File: src/rtl/sum_to_count.sv
// Serial triangular-sum decoder: subtracts 1, 2, 3, ... from the latched sum
// one term per clock, reporting the largest n with n(n+1)/2 <= sum and the leftover.
module sum_to_count #(
  parameter int SW = 13,
  parameter int NW = 7
) (
  input  logic          clk,
  input  logic          rst,
  input  logic          start,
  input  logic [SW-1:0] sum_in,
  output logic [NW-1:0] count,
  output logic [NW-1:0] remainder,
  output logic          exact,
  output logic          busy,
  output logic          finish
);

  // Common width for comparing the accumulator against the next term.
  localparam int CW = (SW > NW + 1) ? SW : NW + 1;

  typedef enum logic [1:0] {
    IDLE = 2'd0,
    RUN  = 2'd1,
    DONE = 2'd2
  } state_t;

  state_t        state_reg;
  logic [SW-1:0] acc_reg;
  logic [NW:0]   k_reg;
  logic [NW-1:0] cnt_reg;
  logic          take_term;

  assign take_term = CW'(acc_reg) >= CW'(k_reg);

  always_ff @(posedge clk) begin
    if (rst) begin
      state_reg <= IDLE;
      acc_reg   <= '0;
      k_reg     <= '0;
      cnt_reg   <= '0;
      count     <= '0;
      remainder <= '0;
      exact     <= 1'b0;
      busy      <= 1'b0;
      finish    <= 1'b0;
    end else begin
      case (state_reg)
        IDLE, DONE: begin
          if (start) begin
            acc_reg   <= sum_in;
            k_reg     <= (NW + 1)'(1);
            cnt_reg   <= '0;
            busy      <= 1'b1;
            finish    <= 1'b0;
            state_reg <= RUN;
          end
        end
        RUN: begin
          if (take_term) begin
            // acc >= k here, so the subtraction cannot underflow.
            acc_reg <= acc_reg - SW'(k_reg);
            cnt_reg <= k_reg[NW-1:0];
            k_reg   <= k_reg + 1'b1;
          end else begin
            // Leftover is below k = count+1, so it always fits in NW bits.
            count     <= cnt_reg;
            remainder <= acc_reg[NW-1:0];
            exact     <= (acc_reg == '0);
            busy      <= 1'b0;
            finish    <= 1'b1;
            state_reg <= DONE;
          end
        end
        default: state_reg <= IDLE;
      endcase
    end
  end

endmodule
File: config.mk
export PLATFORM = sky130hd
export DESIGN_NAME = sum_to_count
export DESIGN_NICKNAME = d
export VERILOG_FILES = /design/src/rtl/sum_to_count.sv
export SDC_FILE = /design/constraint.sdc
export NUM_CORES = 1
export LEC_CHECK = 0
export BUFFER_PORTS_ARGS = -buffer_cell sky130_fd_sc_hd__buf_4
export CAP_MARGIN = 20
export CELL_PAD_IN_SITES_DETAIL_PLACEMENT = 1
export CELL_PAD_IN_SITES_GLOBAL_PLACEMENT = 2
export CORE_MARGIN = 4
export CORE_UTILIZATION = 30
export DETAILED_ROUTE_END_ITERATION = 16
export PLACE_DENSITY = 0.74
export SLEW_MARGIN = 5
export SYNTH_ARGS = -nofsm -noshare
export SYNTH_HDL_FRONTEND = slang
export SYNTH_SLANG_ARGS = --single-unit
File: constraint.sdc
create_clock -name clk -period 2.37 [get_ports clk]
set_clock_uncertainty 0.15 [all_clocks]
set_input_delay 0.711 -clock clk [delete_from_list [all_inputs] [get_ports clk]]
set_output_delay 0.711 -clock clk [all_outputs]
set_load 0.03 [all_outputs]
; ---- Yosys cells after proc, flatten, opt, wreduce, memory -nomap -nowiden
; Cells that the tools add are included.
[word_totals]
mem_bits_rw = 0
input_bits = 16
output_inout_bits = 17
reg_bits = 47
latch_bits = 0
elab_cells = 44
mem_count = 0
romBits = 0
[classes]
reduce_logical = 8
eq_ne = 5
bitwise = 1
order_cmp = 1
div_mod_pow = 0
multipliers = 0
n_addsub = 2
n_shift = 0
muxes = 18
[op_table]
columns = cell, n
row1 = $mux 13, 2
row2 = $pmux 13 s2, 1
row3 = $mux 8, 2
row4 = $pmux 8 s2, 1
row5 = $mux 7, 2
row6 = $pmux 7 s2, 1
row7 = $ge 13x8->1, 1
row8 = $logic_not 13->1, 1
row9 = $sub 13x8->13, 1
row10 = $add 8x1->8 const B, 1
row11 = $ne 2x2->1 const B, 3
row12 = $reduce_and 3->1, 2
row13 = $mux 1, 4
row14 = $mux 2, 2
row15 = $pmux 1 s2, 2
row16 = $pmux 2 s2, 1
row17 = $reduce_and 2->1, 2
row18 = $eq 2x1->1 const B, 1
row19 = $eq 2x2->1 const B, 1
row20 = $logic_not 2->1, 1
row21 = $reduce_bool 2->1, 1
row22 = $reduce_or 2->1, 1
row23 = $not 1->1, 1

; ---- Longest topological paths before layout
[depth]
depth_word = 4
depth_mapped = 11
mapped_depth_nobuf = 10

; ---- Worst setup path before layout
; OpenSTA, ideal clock, no wires.
[synth_path]
path_type = reg-to-reg
start = register k_reg[0]
end = register acc_reg[8]
setup_slack_ps = -191
t_required_ps = 2150
period_less_slack_ps = 2561
path_stages_with_launch = 10
arrival_ps = 2340
path_cell_list = dfxtp_1 ha_1 inv_1 fa_1 a211oi_1 o21bai_1 o22a_1 a211oi_1 mux2_2 a21oi_1
[synth_via]
elab_chain_len = 3
word_cells_on_any_way = 6
[synth_rtl]
columns = element, line
row1 = "start, declared", 29  ; logic [NW:0] k_reg;
row2 = "start signal, assigned", 51  ; k_reg <= (NW + 1)'(1);
row3 = "start signal, assigned", 63  ; k_reg <= k_reg + 1'b1;
row4 = $sub 13x8->13 or $ge 13x8->1 (tied branches), "61, 33"
row5 = $mux 13 or $ne 2x2->1 (tied branches), n/a
row6 = $pmux 13 s2 or $reduce_and 3->1 (tied branches), n/a
row7 = "end signal, assigned", 50  ; acc_reg <= sum_in;
row8 = "end signal, assigned", 61  ; acc_reg <= acc_reg - SW'(k_reg);
row9 = "end, declared", 28  ; logic [SW-1:0] acc_reg;
; Parallel ways exist; a longest one is shown, timed or not. The select of a mux whose other input is x is not followed.
; A chain may end at the register's enable or synchronous reset.

; ---- Final worst setup path
[layout_path]
start = register k_reg[3]
end = register acc_reg[8]
; The elaborated chain is that of the path after synthesis.

==> impl_metrics.csv <==
group,metric,value,unit
run_status,outcome,"finished, violations left",
run_status,violations,"negative setup slack",
hold_path,hold_start,"exact",
logic_synthesis,synth_cell_types,53,
final_layout,finalNonFillerCells,474,
floorplanning,die_height,97.72,µm
final_layout,seq_area,949.7,µm²
final_layout,layout-drive-gt1-share,0.4167,
setup_path,arrival,2.53,ns
setup_path,max_stage_delay,0.34,ns
floorplanning,die_width,97.72,µm
logic_synthesis,yosysWarnings,0,
grt,first_global_vias,2437,
final_layout,final_core_util,0.4630,
timing,hold_viol,0,
floorplanning,initial_core_util,0.3109,
timing,slew_headroom,0.5783,
setup_path,crit_slowest_cell,"dfxtp_2",
timing,finalSetupViolCount,3,
floorplanning,io_pins,33,
logic_synthesis,synth_area_per_cell,8.563,µm²
detailed_routing,vias,2380,
floorplanning,std_cell_rows,32,
setup_path,cp_cell_sequence,"inv_1 -> ha_1 -> buf_4 -> o21ai_0 -> o21bai_1 -> o22a_1 -> a211oi_2 -> mux2_4 -> a21oi_2",
setup_path,worst_ep_required_time,2.46,ns
clocking,cts_sinks,47,
logic_synthesis,yosysSeqAreaShare,0.3896,
final_layout,nFillCells,903,
detailed_routing,drt-total-wl,7629,µm
setup_path,worstPathMaxFanout,3,
timing,period_minus_slack,2.440,ns
detailed_routing,vias_per_cell,5.021,
place,place_ws,-0.1169,ns
grt,grt_antenna_before_repair,0,
logic_synthesis,yosysMostFrequentCell,"nand2_1",
place,io_buffers,32,
clocking,clock-root-buffer,"clkbuf_8",
logic_synthesis,syn_inst,282,
power_and_ir_drop,pwr_density_cell,1449,mW/mm²
setup_path,rrSetupSlack,-0.07,ns
floorplanning,die-area,0.009549,mm²
timing,setup_tns,-0.1158,ns
setup_path,crit_type,"register to register",
clocking,clk_latency,0.30,ns
detailed_routing,routedWlPerCell,16.09,µm
timing,setup_ws,-0.07000,ns
setup_path,startpoint_type,"register",
power_and_ir_drop,vdd_drop_max,635.1,µV
timing,finalCritPeriodShare,1.030,
logic_synthesis,ys_top_cells_by_area,"dfxtp_1, nand2_1, a21oi_1",
logic_synthesis,yosys.area.top_type,"dfxtp_1",
hold_path,worstHoldPathType,"register to register",
timing,grt_setup_unrepaired,"true",
final_layout,multi_input_area,0.001563,mm²
timing,finalMaxSlewViolations,0,
final_layout,fin_nets,397,
clocking,path_clk_slew,0.10,ns
detailed_routing,drc,0,
flow_run,drv_cap,0,
clocking,clock_path_buffers,2,
timing,worstMarginPinSlew,0.6326,ns
setup_path,r2r_end,"acc_reg[8]",
grt,grt_max_degree,24,
place,dp.cells,452,
clocking,cts_made_buffers,5,
setup_path,r2r-start,"k_reg[3]",
logic_synthesis,ys_top_cells_by_count,"nand2_1, dfxtp_1, a21oi_1, nor2_1",
timing,timing.fmax,0.4098,GHz
grt,grt_overflow,0,
grt,grt_usage,0.1564,
place,gp_congestion,0.8576,
hold_path,worstHoldEndpoint,"exact",
grt,grt_pass1_wl,12230,µm
setup_path,worst_setup_path_end_kind,"register",
power_and_ir_drop,p_leak,0.001404,µW
setup_path,r2r_cells,9,
logic_synthesis,syn-cell-area,0.002415,mm²
place,post-dp-hpwl,5569,µm
floorplanning,core,0.007767,mm²
hold_path,hold_depth,2,
final_layout,n_antenna_cell,0,
detailed_routing,drtIter0Drc,84,
final_layout,largest_reg_flops,13,
detailed_routing,final_antenna_net_count,0,
logic_synthesis,synth_ff_type,"dfxtp_1",
logic_synthesis,async_reset_ff_frac,0,
logic_synthesis,synth_edf_count,0,
detailed_routing,dr.pass1.iters,4,
clocking,cts_tree,"done",
logic_synthesis,synth_top_area_frac,0.3896,
logic_synthesis,synth_seq_cells,47,
final_layout,area_growth,48.91,%
clocking,htreeDepth,2,
logic_synthesis,syn_nets,308,
==> cell families (layout without fill, tap and decap cells) <==
| logic type | after synthesis | in the layout | share of synthesized area |
|---|---|---|---|
| flip-flops | 47 | 47 | 0.3896 |
| XOR/XNOR | 7 | 7 | 0.02539 |
| AND/OR/NAND/NOR | 114 | 114 | 0.2254 |
| buffers and inverters | 23 | 113 | 0.05078 |
| adder cells (fa/ha/maj) | 10 | 10 | 0.05492 |
| multiplexers | 3 | 3 | 0.01347 |
| AO/OA/AOI/OAI | 78 | 78 | 0.2404 |
==> cells in the final DEF (no fill, tap or decap), types with 8 or more instances in the layout <==
cell type / count
buf_4: 85
nand2_1: 50
dfxtp_1: 40
a21oi_1: 25
nor2_1: 21
a22o_1: 10
inv_1: 8
==> layout make-up <==
cell class / count / share of cell area
clock inverter: 3 / 0.01287
tap: 102 / 0.03549
multi-input combinational: 212 / 0.4346
clock buffer: 5 / 0.01914
inverter: 10 / 0.01044
timing repair buffer: 95 / 0.2234
sequential: 47 / 0.2641
==> worst max-delay path, delay by kind of cell, from the launching register on <==
| kind | cells | cell delay, ns |
|---|---|---|
| AO/OA/AOI/OAI | 5 | 1.02 |
| adder cells (fa/ha/maj) | 1 | 0.32 |
| buffers and inverters | 2 | 0.22 |
| flip-flops | 1 | 0.34 |
| multiplexers | 1 | 0.34 |
==> metrics by stage <==
stage,power [µW],area (µm²),hold WS [ns]
5_1_grt,5545,3596,0.3303
3_5_place_dp,3863,3193,0.2997
6_report,5210,3596,0.3108
2_1_floorplan,2764,2480,0.2822
3_3_place_gp,3814,3193,0.2946
4_1_cts,4734,3401,0.3139
==> power breakdown <==
part           internal (µW)  switching (µW)  total, µW
Clock                    318             300        619
Sequential               933             153       1090
Combinational           1810            1690       3510
==> repair_timing <==
item | in CTS | in global routing
hold buffers | 0 | 0
setup buffers | 6 | 7
endpoints found under the setup margin | 11 | 43
cloned | 0 | 1
resized for setup | 14 | 25
pin swaps | 11 | 11
==> layer usage <==
metal  GRT usage  up-vias  wire length [µm]
met5           0        -                 0
met4     0.04153        0               105
met3     0.02225        8               205
met2      0.2641       38              3628
met1      0.2093     1151              3690
li1            -     1183                 -
==> how the worst max path moves through the flow <==
stage / slack [ns] / to / depth (start not counted) / from
2_1_floorplan: 0.002 / acc_reg[9] / 8 / k_reg[7]
3_3_place_gp: -0.04 / acc_reg[10] / 10 / acc_reg[0]
3_5_place_dp: -0.12 / acc_reg[10] / 10 / acc_reg[0]
4_1_cts: -0.12 / acc_reg[8] / 10 / acc_reg[0]
5_1_grt: -0.22 / acc_reg[8] / 9 / k_reg[3]
6_report: -0.07 / acc_reg[8] / 9 / k_reg[3]
(Power assumes the default switching activity.)
